--- src/rtl/seq_div_16_8.sv ---
// Sequential restoring divider: 2*WIDTH-bit dividend by WIDTH-bit divisor,
// one quotient bit per clock, valid/ready handshakes on both sides.
module seq_div_16_8 #(
    parameter int WIDTH = 8
) (
    input  logic                   clk,
    input  logic                   rst,
    input  logic                   in_valid,
    output logic                   in_ready,
    input  logic [2*WIDTH-1:0]     dividend,
    input  logic [WIDTH-1:0]       divisor,
    output logic                   out_valid,
    input  logic                   out_ready,
    output logic [WIDTH-1:0]       quotient,
    output logic [WIDTH-1:0]       remainder,
    output logic                   div_by_zero,
    output logic                   overflow
);

    localparam int CW = $clog2(WIDTH + 1);

    localparam logic [1:0] S_IDLE = 2'd0;
    localparam logic [1:0] S_BUSY = 2'd1;
    localparam logic [1:0] S_DONE = 2'd2;

    logic [1:0]       state;
    logic [WIDTH-1:0] part_rem;
    logic [WIDTH-1:0] low_bits;
    logic [WIDTH-1:0] quo;
    logic [WIDTH-1:0] dvs;
    logic [CW-1:0]    count;
    logic             dbz;
    logic             ovf;

    logic             accept;
    logic             hi_ge;
    logic [WIDTH:0]   shifted;
    logic             fits;
    logic [WIDTH-1:0] diff;

    assign in_ready  = (state == S_IDLE) && !rst;
    assign accept    = in_valid && in_ready;
    assign hi_ge     = dividend[2*WIDTH-1:WIDTH] >= divisor;

    // The trial value needs WIDTH+1 bits; after a successful subtract the
    // result is below the divisor, so the low WIDTH bits carry it exactly.
    assign shifted   = {part_rem, low_bits[WIDTH-1]};
    assign fits      = shifted >= {1'b0, dvs};
    assign diff      = shifted[WIDTH-1:0] - dvs;

    assign out_valid   = (state == S_DONE);
    assign quotient    = quo;
    assign remainder   = part_rem;
    assign div_by_zero = dbz;
    assign overflow    = ovf;

    always_ff @(posedge clk or posedge rst) begin
        if (rst) begin
            state    <= S_IDLE;
            part_rem <= '0;
            low_bits <= '0;
            quo      <= '0;
            dvs      <= '0;
            count    <= '0;
            dbz      <= 1'b0;
            ovf      <= 1'b0;
        end else begin
            case (state)
                S_IDLE: begin
                    if (accept) begin
                        dvs <= divisor;
                        if (divisor == '0) begin
                            dbz      <= 1'b1;
                            ovf      <= 1'b0;
                            quo      <= '1;
                            part_rem <= dividend[WIDTH-1:0];
                            low_bits <= '0;
                            count    <= '0;
                            state    <= S_DONE;
                        end else if (hi_ge) begin
                            // Quotient would need more than WIDTH bits.
                            dbz      <= 1'b0;
                            ovf      <= 1'b1;
                            quo      <= '1;
                            part_rem <= '0;
                            low_bits <= '0;
                            count    <= '0;
                            state    <= S_DONE;
                        end else begin
                            dbz      <= 1'b0;
                            ovf      <= 1'b0;
                            quo      <= '0;
                            part_rem <= dividend[2*WIDTH-1:WIDTH];
                            low_bits <= dividend[WIDTH-1:0];
                            count    <= CW'(WIDTH);
                            state    <= S_BUSY;
                        end
                    end
                end
                S_BUSY: begin
                    part_rem <= fits ? diff : shifted[WIDTH-1:0];
                    low_bits <= {low_bits[WIDTH-2:0], 1'b0};
                    quo      <= {quo[WIDTH-2:0], fits};
                    count    <= count - CW'(1);
                    if (count == CW'(1)) begin
                        state <= S_DONE;
                    end
                end
                S_DONE: begin
                    if (out_ready) begin
                        state <= S_IDLE;
                    end
                end
                default: begin
                    state <= S_IDLE;
                end
            endcase
        end
    end

endmodule
--- config.mk ---
export PLATFORM = sky130hd
export DESIGN_NAME = seq_div_16_8
export DESIGN_NICKNAME = d
export VERILOG_FILES = /design/src/rtl/seq_div_16_8.sv
export SDC_FILE = /design/constraint.sdc
export NUM_CORES = 1
export LEC_CHECK = 0
export CORE_UTILIZATION = 30
export CTS_CLUSTER_DIAMETER = 120
export DETAILED_ROUTE_END_ITERATION = 6
export GPL_TIMING_DRIVEN = 1
export RECOVER_POWER = 100
export SETUP_SLACK_MARGIN = 0.5
export SLEW_MARGIN = 20
export SYNTH_ARGS = -nofsm -noshare
export SYNTH_HDL_FRONTEND = slang
export SYNTH_SLANG_ARGS = --single-unit
--- constraint.sdc ---
create_clock -name clk -period 2.3 [get_ports clk]
set_input_delay 0.23 -clock clk [delete_from_list [all_inputs] [get_ports clk]]
set_output_delay 0.23 -clock clk [all_outputs]
set_load 0.03 [all_outputs]
-- Yosys cells after proc, flatten, opt, wreduce, memory -nomap -nowiden
Cells that the tools add are included.
- word-level logic and storage cells: 53
- register bits after elaboration: 40
- output and inout bits: 20
- add/sub/neg operators: 2
- reduce and logical (&&, ||, !) cells: 9
- magnitude comparators: 2
- mux-type cells: 26
- equality and inequality tests: 6
- operator list (kind ; number):
    $mux 8 ; 10
    $pmux 8 s2 ; 3
    $mux 4 ; 3
    $mux 2 ; 5
    $ge 9x8->1 ; 1
    $ge 8x8->1 ; 1
    $logic_not 8->1 ; 1
    $pmux 4 s2 ; 1
    $sub 8x8->8 ; 1
    $pmux 2 s3 ; 1
    $eq 4x1->1 const B ; 1
    $ne 2x2->1 const B ; 2
    $reduce_and 2->1 ; 2
    $sub 4x1->4 const B ; 1
    $mux 1 ; 3
    $reduce_and 3->1 ; 1
    $eq 2x1->1 const B ; 1
    $eq 2x2->1 const B ; 1
    $logic_and 1x1->1 ; 2
    $logic_not 2->1 ; 1
    $ne 2x1->1 const B ; 1
    $reduce_bool 2->1 ; 1
    $logic_not 1->1 ; 1

-- Depth between registers and ports, before layout
Gate-level depths: netlist of the first run.
- word-level depth: 5
- mapped depth: 9
- gate-level depth less buffers: 9

-- Worst setup path after synthesis of the first run
OpenSTA, ideal clock, no wires.
- path type: input to register
- from: input rst
- to: register part_rem[5] (netlist: remainder[5])
- path slack: -0.055 ns
- arrival time: 2.213 ns
- setup time: 0.142 ns
- stages on the path: 7
- buffers on the path: 2
- cell sequence: inv_1 nand2_1 or3_1 clkbuf_1 clkbuf_1 a221oi_1 a211oi_1
- longest elaborated chain between the ends: 5
- ends and longest elaborated chain (item ; line ; RTL):
    start, declared ; 7 ; input logic rst,
    $logic_not 1->1 (no line) ; - ;
    $logic_and 1x1->1 ; 41 ; assign in_ready = (state == S_IDLE) && !rst;
    $logic_and 1x1->1 ; 42 ; assign accept = in_valid && in_ready;
    $ne 2x2->1 (no line) ; - ;
    $reduce_and 2->1 (no line) ; - ;
    end signal, assigned ; 76 ; part_rem <= dividend[WIDTH-1:0];
    end signal, assigned ; 93 ; part_rem <= dividend[2*WIDTH-1:WIDTH];
    end signal, assigned ; 101 ; part_rem <= fits ? diff : shifted[WIDTH-1:0];
    end, declared ; 27 ; logic [WIDTH-1:0] part_rem;
Every way passes these cells.
A chain may end at the register's enable or synchronous reset.

-- Worst setup path in the final report of the first run
- from: register low_bits[7]
- to: register part_rem[6] (netlist: remainder[6])
- longest elaborated chain between the ends: 3
- ends and longest elaborated chain (item ; line ; RTL):
    start, declared ; 28 ; logic [WIDTH-1:0] low_bits;
    start signal, assigned ; 94 ; low_bits <= dividend[WIDTH-1:0];
    start signal, assigned ; 102 ; low_bits <= {low_bits[WIDTH-2:0], 1'b0};
    $sub 8x8->8 / $ge 9x8->1 (equally long branches) ; 49, 48 ;
    $mux 8 (*) ; 101 ;
    $pmux 8 s2 (*) ; 68 ; case (state)
Every way passes the cells marked *; elsewhere a longest branch is shown, timed or not.

==> flow_summary.yaml, run 1 <==
status:
  run_status: "finished, final reports clean"
critical_path:
  path_common_cell: "sky130_fd_sc_hd__o21a_1"
  timing.critical_path.arrival_ps: 2380
  required_ps: 2510
  crit_path_max_fanout: 2
  crit_path_max_incr_delay_ps: 400
  crit_slowest_cell: "sky130_fd_sc_hd__dfrtp_1"
  worstSetupStartpointType: "register"
  critical_path.n_buffers_inverters: 1
  setup.worst_path.class: "reg -> reg"
  end_kind: "register"
  crit_family: "compound AO/OA/AOI/OAI gates"
  crit_chain: "inv_1, ha_2, fa_1, nor2b_4, o311a_1, o21a_1, o21a_1, or3_1, a211oi_2"
layout:
  post_route_insts_no_fill: 454
  num-fill-cells: 760
  utilization: 0.462
  layout-drive-gt1-share: 0.281
  final_cell_mix: "sky130_fd_sc_hd__dfrtp_1, sky130_fd_sc_hd__nand2_1, sky130_fd_sc_hd__inv_1, sky130_fd_sc_hd__buf_4"
  layout.cells.most_common: "sky130_fd_sc_hd__dfrtp_1"
  area_growth_pct: 47.8
  finish.net_count: 398
  antenna_cells: 0
clock_network:
  cts_made_buffers: 5
  cts-root-buf: "sky130_fd_sc_hd__clkbuf_8"
  insertion_delay_ps: 300
  cts_hold_buf: 0
  clock_sink_count: 40
  cts.reportedPaths.clkPinSlew_ps: 90
  cts_tree: "yes"
  clk_path_buf_depth: 2
  cts_max_level: 2
timing:
  period_needed_ps: 2170
  final.setup_skew_ps: 12.2
  final-max-slew-violation-count: 0
  rsz0062_at_grt: "yes"
  max_freq_mhz: 461
  timing.final.crit_share: 0.943
  fin_setup_tns_ps: 0
  final-hold-violation-count: 0
  worst_slew_margin_rel: 0.125
  setup_slack_after_layout_ps: 132
  setup_viol_count_final: 0
  worst_hold_slack_ps: 186
  tightestPinTransition_ps: 1310
global_routing:
  gr-usage-all-layers: 0.176
  largest_net_degree_at_the_start_of_global_routing: 25
  number_of_antenna_violations_at_the_first_check_in_global_routing: 0
  first_global_vias: 2291
  global_route_wire_length_before_repair_um: 11600
  globalRoute.totalOverflow: 0
floorplan:
  chipHeight_um: 91.9
  horizontal_die_dimension_um: 91.9
  coreArea_um2: 7770
  rows: 32
  initial_core_utilization: 0.312
  dieArea_um2: 8450
  io-pin-count: 48
pwr:
  p_comb_frac: 0.667
  p_sw_uw: 2590
  clockPowerShare: 0.101
  switching_share: 0.446
  irDropWorstVdd_mv: 0.641
  p_int_uw: 3220
  sequentialPowerShare: 0.232
  leakagePower_uw: 0.00160
  power.density_nw_per_um2: 1620
detailed_routing:
  drtIter0Drc: 197
  routed_wl_um: 7110
  post_drt_wl_per_cell_um: 15.7
  drt-vias-per-instance: 5.08
  detailedRoute.firstPassIterationCount: 4
  vias: 2308
  antenna_left: 0
  remaining_drc_errors: 0
logic_synthesis:
  synth-seq-area-share: 0.413
  synth.avg_cell_area_um2: 8.85
  synthesis.yosys.warnings: 0
  syn-cell-area_um2: 2430
  synth_cell_type_count: 43
  synthesis.instances: 274
  ys_async_sr_fraction: 1.00
  ys.flop_type: "sky130_fd_sc_hd__dfrtp_1"
  number_of_synthesized_flops_with_an_enable_pin: 0
  ys_ff_latch: 40
  synth.net_count: 321
placement:
  numPortBuffers: 47
  globalplace.congestion: 0.834
  place.detailed.hpwl_um: 5120
  pre_cts_slack_ps: -153
  dp_cells: 432
flow_run:
  max_cap_violations: 0
worst_hold_path:
  hold_path.class: "in -> reg"
[final timing paths]
path                       depth (start not counted)  slack, ps               startpoint                  endpoint
max                                                9        130  low_bits[7]$_DFFE_PP0P_  remainder[6]$_DFFE_PP0P_
min                                                3        190               divisor[5]        dvs[5]$_DFFE_PP0P_
max reg2reg                                        9        130  low_bits[7]$_DFFE_PP0P_  remainder[6]$_DFFE_PP0P_
min reg2reg                                        2        480  div_by_zero$_DFFE_PP0P_   div_by_zero$_DFFE_PP0P_
max in group asynchronous                          3        500                      rst  remainder[4]$_DFFE_PP0P_
min in group asynchronous                          3        760                      rst        dvs[3]$_DFFE_PP0P_
[logic make-up (layout without fill, tap and decap cells)]
logic type / after synthesis / in the layout / share of synthesized area
and+or+nand+nor: 98 / 98 / 0.193
AOI/OAI and AO/OA: 67 / 67 / 0.195
xor gates and xnor gates: 5 / 5 / 0.0180
adders and majority gates: 19 / 19 / 0.101
muxes: 3 / 3 / 0.0129
DFF: 40 / 40 / 0.413
buffers and inverters: 42 / 120 / 0.0670
[stage by stage]
stage,total power (uW),area (um2)
3_3_place_gp,4290,3190
3_5_place_dp,4340,3190
6_report,5800,3590
4_1_cts,5420,3520
2_1_floorplan,3420,2470
5_1_grt,6230,3590
[cells in the mapped netlist (2+ instances only)]
library cell / instances / area share
sky130_fd_sc_hd__inv_1: 29 / 0.045
sky130_fd_sc_hd__o21ai_0: 11 / 0.023
sky130_fd_sc_hd__dfrtp_1: 40 / 0.41
sky130_fd_sc_hd__o31ai_1: 2 / 0.0062
sky130_fd_sc_hd__o21a_1: 3 / 0.0093
sky130_fd_sc_hd__a21oi_1: 17 / 0.035
sky130_fd_sc_hd__or3_1: 2 / 0.0052
sky130_fd_sc_hd__xnor2_1: 4 / 0.014
sky130_fd_sc_hd__nand3_1: 19 / 0.039
sky130_fd_sc_hd__nand2_1: 31 / 0.048
sky130_fd_sc_hd__a211oi_1: 8 / 0.025
sky130_fd_sc_hd__o211ai_1: 2 / 0.0062
sky130_fd_sc_hd__mux2i_1: 2 / 0.0083
sky130_fd_sc_hd__nor3_1: 7 / 0.014
sky130_fd_sc_hd__nor2_1: 23 / 0.036
sky130_fd_sc_hd__nand2b_1: 2 / 0.0052
sky130_fd_sc_hd__ha_1: 18 / 0.093
sky130_fd_sc_hd__or4_1: 2 / 0.0062
sky130_fd_sc_hd__a222oi_1: 7 / 0.029
sky130_fd_sc_hd__clkbuf_1: 9 / 0.014
sky130_fd_sc_hd__a221oi_1: 7 / 0.025
sky130_fd_sc_hd__buf_2: 4 / 0.0083
sky130_fd_sc_hd__nor2b_1: 4 / 0.010
sky130_fd_sc_hd__o21ai_1: 2 / 0.0041
[final cells by class]
cell class	instances	area, um2	area share
Clock buffer	5	68.8	0.0192
Clock inverter	3	42.5	0.0119
Inverter	29	110	0.0307
Multi-Input combinational cell	192	1530	0.427
Sequential cell	40	1010	0.281
Tap cell	102	128	0.0356
Timing Repair Buffer	83	696	0.194
[power groups by stage]
stage | Clock [uW] | Combinational (uW) | Sequential (uW)
final | 586 | 3870 | 1350
after global placement | 0 | 2960 | 1330
after CTS | 597 | 3480 | 1350
after detailed placement | 0 | 3000 | 1340
after floorplan | 0 | 1900 | 1520
after global routing | 630 | 4200 | 1390
[worst min-delay path: stages]
cell and delay (ps):
sky130_fd_sc_hd__clkbuf_2 110, sky130_fd_sc_hd__nand2_1 50, sky130_fd_sc_hd__o21ai_0 60
[sequential cells by signal (all words and copies together), names as in the netlist]
register and flops:
div_by_zero 1, count 4, dvs 8, remainder 8, quotient 8, low_bits 8
overflow 1, state 2
[per-layer routing]
layer / GRT usage / vias to the layer above / share of wire
met4: 0.0521 / 0 / 0.022
met5: 0 / - / 0
met3: 0.0307 / 14 / 0.046
met1: 0.231 / 1113 / 0.44
met2: 0.295 / 59 / 0.49
li1: - / 1122 / -
[what timing repair did]
action	in CTS	in global routing
setup endpoints to repair	28	30
gates cloned	1	0
pin swaps	15	26
buffers inserted	7	6
resized for setup	51	45
No activity file was read; power rests on OpenSTA's default activity.
==> run 2, diff against run 1 <==
--- a/config.mk
+++ b/config.mk
@@ -11,7 +11,7 @@
 export GPL_TIMING_DRIVEN = 1
 export RECOVER_POWER = 100
 export SETUP_SLACK_MARGIN = 0.5
-export SLEW_MARGIN = 20
+export SLEW_MARGIN = 15
 export SYNTH_ARGS = -nofsm -noshare
 export SYNTH_HDL_FRONTEND = slang
 export SYNTH_SLANG_ARGS = --single-unit
==> results of run 2 <==
Same layout as run 1: the final DEF is identical, and so are final timing and power.
==> run 3, diff against run 2 <==
==> constraint.sdc (replaced) <==
create_clock -name clk -period 2.5 [get_ports clk]
set_input_delay 0.25 -clock clk [delete_from_list [all_inputs] [get_ports clk]]
set_output_delay 0.25 -clock clk [all_outputs]
set_load 0.03 [all_outputs]
==> flow_summary.yaml, run 3 (synthesis results as in run 1) <==
critical_path:
  required_ps: 2700
  timing.critical_path.arrival_ps: 2390
  end_kind: "register"
  crit_path_max_fanout: 4
  worstSetupStartpointType: "input port"
  crit_chain: "clkdlybuf4s50_1, ha_1, a211oi_2, o21ai_0, a211o_4, nor2_1, clkbuf_4, a221oi_2, a221oi_1"
  crit_slowest_cell: "sky130_fd_sc_hd__clkdlybuf4s50_1"
  r2r_start: "low_bits[7]$_DFFE_PP0P_"
  critPathLaunch: "dividend[9]"
  setup.worst_path.class: "in -> reg"
  crit_path_max_incr_delay_ps: 440
global_routing:
  global_route_wire_length_before_repair_um: 10700
  largest_net_degree_at_the_start_of_global_routing: 25
  first_global_vias: 2142
  number_of_antenna_violations_at_the_first_check_in_global_routing: 0
  gr-usage-all-layers: 0.164
  globalRoute.totalOverflow: 0
detailed_routing:
  detailedRoute.firstPassIterationCount: 7
  drtIter0Drc: 187
  routed_wl_um: 6900
  antenna_left: 0
  post_drt_wl_per_cell_um: 15.7
  drt-vias-per-instance: 5.13
  remaining_drc_errors: 0
  vias: 2247
layout:
  post_route_insts_no_fill: 438
  area_growth_pct: 40.4
  antenna_cells: 0
  finish.net_count: 382
  final_cell_mix: "sky130_fd_sc_hd__dfrtp_1, sky130_fd_sc_hd__nand2_1, sky130_fd_sc_hd__inv_1, sky130_fd_sc_hd__nor2_1, sky130_fd_sc_hd__dlygate4sd3_1"
  layout-drive-gt1-share: 0.196
  final_cell_area_um2: 3410
  layout.cells.most_common: "sky130_fd_sc_hd__dfrtp_1"
  num-fill-cells: 768
timing:
  worst_slew_margin_rel: 0.0995
  period_needed_ps: 2200
  final-max-slew-violation-count: 0
  fin_setup_tns_ps: 0
  max_freq_mhz: 455
  rsz0062_at_grt: "yes"
  final-hold-violation-count: 0
  setup_slack_after_layout_ps: 302
  tightestPinTransition_ps: 1350
  timing.final.crit_share: 0.879
  setup_viol_count_final: 0
  final.setup_skew_ps: 8.14
floorplan:
  coreArea_um2: 7770
  horizontal_die_dimension_um: 91.9
  io-pin-count: 48
  rows: 32
  dieArea_um2: 8450
  chipHeight_um: 91.9
  initial_core_utilization: 0.312
clock_network:
  clk_path_buf_depth: 2
  cts_max_level: 2
  cts.reportedPaths.clkPinSlew_ps: 80
  cts_made_buffers: 5
  insertion_delay_ps: 290
  cts_hold_buf: 0
  cts_tree: "yes"
  clock_sink_count: 40
  cts-root-buf: "sky130_fd_sc_hd__clkbuf_8"
worst_hold_path:
  hold_path.class: "in -> reg"
  holdCritStartpoint: "divisor[4]"
pwr:
  irDropWorstVdd_mv: 0.465
  leakagePower_uw: 0.00157
  power.density_nw_per_um2: 1370
  design_power_total_uw: 4670
placement:
  pre_cts_slack_ps: 66.8
  globalplace.congestion: 0.817
  dp_cells: 419
  place.detailed.hpwl_um: 4980
  numPortBuffers: 47
  placed_area_um2: 3080
flow_run:
  max_cap_violations: 0
status:
  run_status: "finished, final reports clean"
[run 3: final cells by class]
cell class | instances | area (um2) | area share
sequential | 40 | 1010 | 0.295
timing repair buffer | 67 | 631 | 0.185
clock buffer | 7 | 76.3 | 0.0224
tap | 102 | 128 | 0.0375
clock inverter | 1 | 5.00 | 0.00147
multi-input combinational | 192 | 1450 | 0.426
inverter | 29 | 110 | 0.0323
[run 3: power by group]
part / internal (uW) / switching (uW) / total [uW]
sequential: 956 / 273 / 1230
combinational: 1400 / 1630 / 3030
clock: 196 / 221 / 417
total: 2550 / 2120 / 4670
[run 3: final timing paths]
check	end	slack, ps	depth (start not counted)
max in group asynchronous	remainder[4]$_DFFE_PP0P_	640	3
min	dvs[4]$_DFFE_PP0P_	250	3
min reg2reg	div_by_zero$_DFFE_PP0P_	470	2
max	remainder[0]$_DFFE_PP0P_	300	9
min in group asynchronous	low_bits[0]$_DFFE_PP0P_	790	3
max reg2reg	remainder[6]$_DFFE_PP0P_	340	9
[run 3: metal layers]
metal | wire length, um | track usage
met5 | 0 | 0
met4 | 124 | 0.0482
met3 | 319 | 0.0307
met2 | 3460 | 0.284
met1 | 2990 | 0.208
[run 3: what timing repair did]
| action | in CTS | in global routing |
|---|---|---|
| setup endpoints to repair | 26 | 24 |
| resized for setup | 21 | 26 |
| buffers inserted | 9 | 2 |
| pin swaps | 10 | 6 |
[run 3: per-stage QoR]
| stage | utilization | hold WS (ps) |
|---|---|---|
| 6_report | 0.439 | 248 |
| 5_1_grt | 0.439 | 259 |
| 4_1_cts | 0.426 | 347 |
| 3_5_place_dp | 0.396 | 466 |
| 3_3_place_gp | 0.396 | 466 |
| 2_1_floorplan | - | 237 |
[run 3: worst max-delay path: cells and delay by family]
family                   cells  cell delay (ps)
AO/OA/AOI/OAI                5              940
buffers and inverters        2              660
AND/OR/NAND/NOR              1              310
adder cells (fa/ha/maj)      1              220
